===== src/rtl/fetch_unit.sv =====
// Instruction fetch unit: IDLE/REQ/HOLD handshake with instruction memory,
// PC sequencing with branch/jump. Optional InstrCount port via FETCH_INSTR_COUNT_EN.
module fetch_unit #(
  parameter logic [31:0] RESET_PC = 32'h0000_0000
) (
  input  logic        clk,
  input  logic        reset,
  output logic        ImemReq,
  output logic [31:0] ImemAddr,
  input  logic        ImemAck,
  input  logic [31:0] ImemData,
  input  logic        Stall,
  input  logic [1:0]  Branch,
  input  logic        Zero,
  output logic        InstrValid,
  output logic [31:0] Instr,
  output logic [5:0]  OPCode,
  output logic [5:0]  FCode,
  output logic [31:0] PC,
  output logic [31:0] PCPlus4
`ifdef FETCH_INSTR_COUNT_EN
  ,
  output logic [31:0] InstrCount
`endif
);

  typedef enum logic [1:0] {IDLE, REQ, HOLD} state_t;

  state_t      state;
  logic [31:0] br_off;
  logic [31:0] jmp_tgt;
  logic [31:0] next_pc;
  logic        taken;

  assign ImemAddr = PC;
  assign PCPlus4  = PC + 32'd4;
  assign OPCode   = Instr[31:26];
  assign FCode    = Instr[5:0];

  always_comb begin
    br_off  = {{14{Instr[15]}}, Instr[15:0], 2'b00};
    jmp_tgt = {PCPlus4[31:28], Instr[25:0], 2'b00};
    taken   = ((Branch == 2'b00) && Zero) || ((Branch == 2'b01) && !Zero);
    next_pc = PCPlus4;
    if (taken)
      next_pc = PCPlus4 + br_off;
    else if (Branch == 2'b10)
      next_pc = jmp_tgt;
  end

  // ImemReq/InstrValid are registered alongside the state so they never glitch.
  always_ff @(posedge clk or posedge reset) begin
    if (reset) begin
      state      <= IDLE;
      PC         <= RESET_PC;
      Instr      <= '0;
      ImemReq    <= 1'b0;
      InstrValid <= 1'b0;
    end else begin
      case (state)
        IDLE: begin
          state   <= REQ;
          ImemReq <= 1'b1;
        end
        REQ: begin
          if (ImemAck) begin
            state      <= HOLD;
            Instr      <= ImemData;
            ImemReq    <= 1'b0;
            InstrValid <= 1'b1;
          end
        end
        HOLD: begin
          if (!Stall) begin
            state      <= REQ;
            PC         <= next_pc;
            ImemReq    <= 1'b1;
            InstrValid <= 1'b0;
          end
        end
        default: begin
          state      <= IDLE;
          ImemReq    <= 1'b0;
          InstrValid <= 1'b0;
        end
      endcase
    end
  end

`ifdef FETCH_INSTR_COUNT_EN
  always_ff @(posedge clk or posedge reset) begin
    if (reset)
      InstrCount <= '0;
    else if (state == HOLD && !Stall)
      InstrCount <= InstrCount + 32'd1;
  end
`endif

endmodule


===== config.mk =====
export PLATFORM = sky130hd
export DESIGN_NAME = fetch_unit
export DESIGN_NICKNAME = d
export VERILOG_FILES = /design/src/rtl/fetch_unit.sv
export SDC_FILE = /design/constraint.sdc
export NUM_CORES = 1
export LEC_CHECK = 0
export CORE_MARGIN = 5
export CORE_UTILIZATION = 30
export CTS_CLUSTER_DIAMETER = 80
export DETAILED_ROUTE_END_ITERATION = 7
export PLACE_DENSITY = 0.56
export SKIP_CTS_REPAIR_TIMING = 1
export SLEW_MARGIN = 20
export SYNTH_ARGS = -nofsm -noshare
export SYNTH_HDL_FRONTEND = slang
export SYNTH_SLANG_ARGS = --single-unit

===== constraint.sdc =====
create_clock -name clk -period 4.85 [get_ports clk]
set_input_delay 1.2125 -clock clk [delete_from_list [all_inputs] [get_ports clk]]
set_output_delay 1.2125 -clock clk [all_outputs]
set_load 0.05 [all_outputs]

==> run summary <==
Port Buffers: 174
slowest stage delay, CP: 870 ps
setup tns final: 0 ps
synthesized area: 0.00534 mm²
Arr. time, crit path: 3400 ps
Initial Util: 30.8%
Yosys cell types: 59
Mapped Cells: 615
drt drc: 0
status: finished, final reports clean
RSZ-0062 raised after global routing: no
Die Span Y: 143 µm
Max clock buf depth: 2
Routed WL: 18700 µm
Boundary Pins: 181
drt initial violations: 310
Critical Path RT: 3640 ps
Core Region: 0.0174 mm²
worst skew pair latency: 340 ps
main flop type after synthesis: dfrtp_1
Final Max Slew Viols: 0
via density per instance: 5.16
fin crit period: 4610 ps
Die Wd: 143 µm
final hold vios: 0
CP Max Fanout: 7
grt ovf: 0
#FFs+latches synth: 65
routed length per instance: 19.3 µm
GPL Wtd Cong: 0.907
wire length of the first global-routing pass: 29000 µm
area of the die: 0.0206 mm²
Final Skew: 5.59 ps
vias: 5007
Placement Rows: 48
Post-synth EDFFs: 0
Buf/Inv on CP: 1
worst slew pin tran: 881 ps
total global-route track usage: 18.1%
maximum clock rate: 217 MHz
Antenna Nets Post-Route: 0
post-synthesis sequential area ratio: 30.4%
critical path class: reg -> out
largest net degree at the start of global routing: 37
first drt pass iteration count: 5
clock-pin slew on the worst setup and hold paths: 60 ps
initial antenna violation count: 0
Async S/R FF share, synth: 100%
Critical Path Sink Type: primary output
CP max stage cell: clkdlybuf4s50_1
startpoint types: register
hold crit path type: reg -> reg
layout cells sized above 1: 9.38%
CTS Buf Count: 9
Detailed Place HPWL: 14200 µm
period utilization: 95.1%
relative slew slack: 41.3%
TritonCTS clock tree: built
P&R area growth vs syn: 36.3%
Root Driver: clkbuf_16
Synth warnings: 0
n_diodes: 0
vias in the first global route: 5057
# clock sinks: 65
Clock H-tree levels: 3
Setup Viol. Count Final: 0
Critical Path, Cell by Cell: and2_1 > nand4_1 > or4_1 > nor2_1 > xor2_1 > clkdlybuf4s50_1
maxcap violations: 0
final net count: 818
syn_area_per_cell: 8.69 µm²
Top delay family on crit path: simple AND/OR/NAND/NOR gates
## state kept, by name (all words and copies together) (netlist names)
| register | cells |
|---|---|
| ImemAddr | 30 |
| ImemReq | 1 |
| Instr | 32 |
| InstrValid | 1 |
| state | 1 |
## path summary, 6_finish.rpt
check	slack, ps	cells after the start	end	startpoint
min in group asynchronous	1290	2	state[1]	reset
worst min-delay path	540	1	Instr[27]	Instr[27]
worst max register to register	640	14	ImemAddr[31]	ImemAddr[4]
worst min register to register	540	1	Instr[27]	Instr[27]
worst max-delay path	240	6	PCPlus4[21]	ImemAddr[4]
max in group asynchronous	2600	3	ImemAddr[12]	reset
## cell families after synthesis
kind of cell | share of synthesized area [%]
xor+xnor | 8.69
buf+inv | 9.23
mux | 8.31
flops | 30.4
fa+ha+maj | 8.81
simple gates | 17.0
compound gates | 17.4
other cells | 0.0702
## area by class of cell
class,count,area [µm²]
clock buffers,12,246
inverters,12,45.0
multi-input cells,472,3260
clock inverters,3,17.5
repair buffers,182,1800
flip-flops and latches,65,1630
fillers,1668,10100
well taps,225,282
## cells in the mapped netlist, drive strengths merged, types with 3 or more instances
master / count / share of area [%]
dfrtp: 65 / 30
xnor2: 35 / 5.7
a21o: 14 / 2.0
nor2b: 6 / 0.70
and3: 10 / 1.2
o21bai: 3 / 0.42
nand4: 11 / 1.3
mux2: 35 / 7.4
a211oi: 6 / 0.94
nor3: 9 / 0.84
a21oi: 37 / 3.5
a22oi: 3 / 0.42
a31oi: 13 / 1.8
nand3: 12 / 1.1
o22ai: 3 / 0.35
and2: 7 / 0.82
ha: 36 / 8.4
nor2: 61 / 4.3
o21a: 6 / 0.84
mux2i: 5 / 0.94
nand2b: 9 / 1.2
nand2: 49 / 3.4
clkbuf: 19 / 1.3
xor2: 18 / 3.0
buf: 52 / 7.0
o21ai: 40 / 3.7
o211ai: 3 / 0.42
or3: 6 / 0.70
inv: 12 / 0.84
## through the flow
| stage | setup slack [ps] | hold WS (ps) | instance area (µm²) | util [%] | instances |
|---|---|---|---|---|---|
| 2_1_floorplan | 36.8 | 500 | 5370 | - | 620 |
| 3_3_place_gp | 507 | 514 | 7010 | 40.4 | 956 |
| 3_5_place_dp | 426 | 516 | 7010 | 40.4 | 956 |
| 4_1_cts | 47.8 | 544 | 7270 | 41.9 | 971 |
| 5_1_grt | 74.7 | 557 | 7280 | 41.9 | 971 |
| 6_report | 237 | 544 | 7280 | 41.9 | 971 |
## layer usage
metal	up-vias	global-route usage, %	wire [µm]
met3	33	5.09	1470
li1	2402	-	-
met5	-	0	0
met2	202	27.9	8490
met4	0	6.00	463
met1	2370	24.6	8290
## cell usage in the layout, fill, tap and decap left out, drive strengths merged, types with 13 or more instances in the layout
master / instances
ha: 36
mux2: 35
o21ai: 40
dfrtp: 65
xor2: 18
a21o: 14
a31oi: 13
nand2: 49
a21oi: 37
xnor2: 35
clkdlybuf4s50: 170
nor2: 61
Power is not shown: default switching activity piles up to over one toggle a cycle in this logic, so the estimate is an artifact.
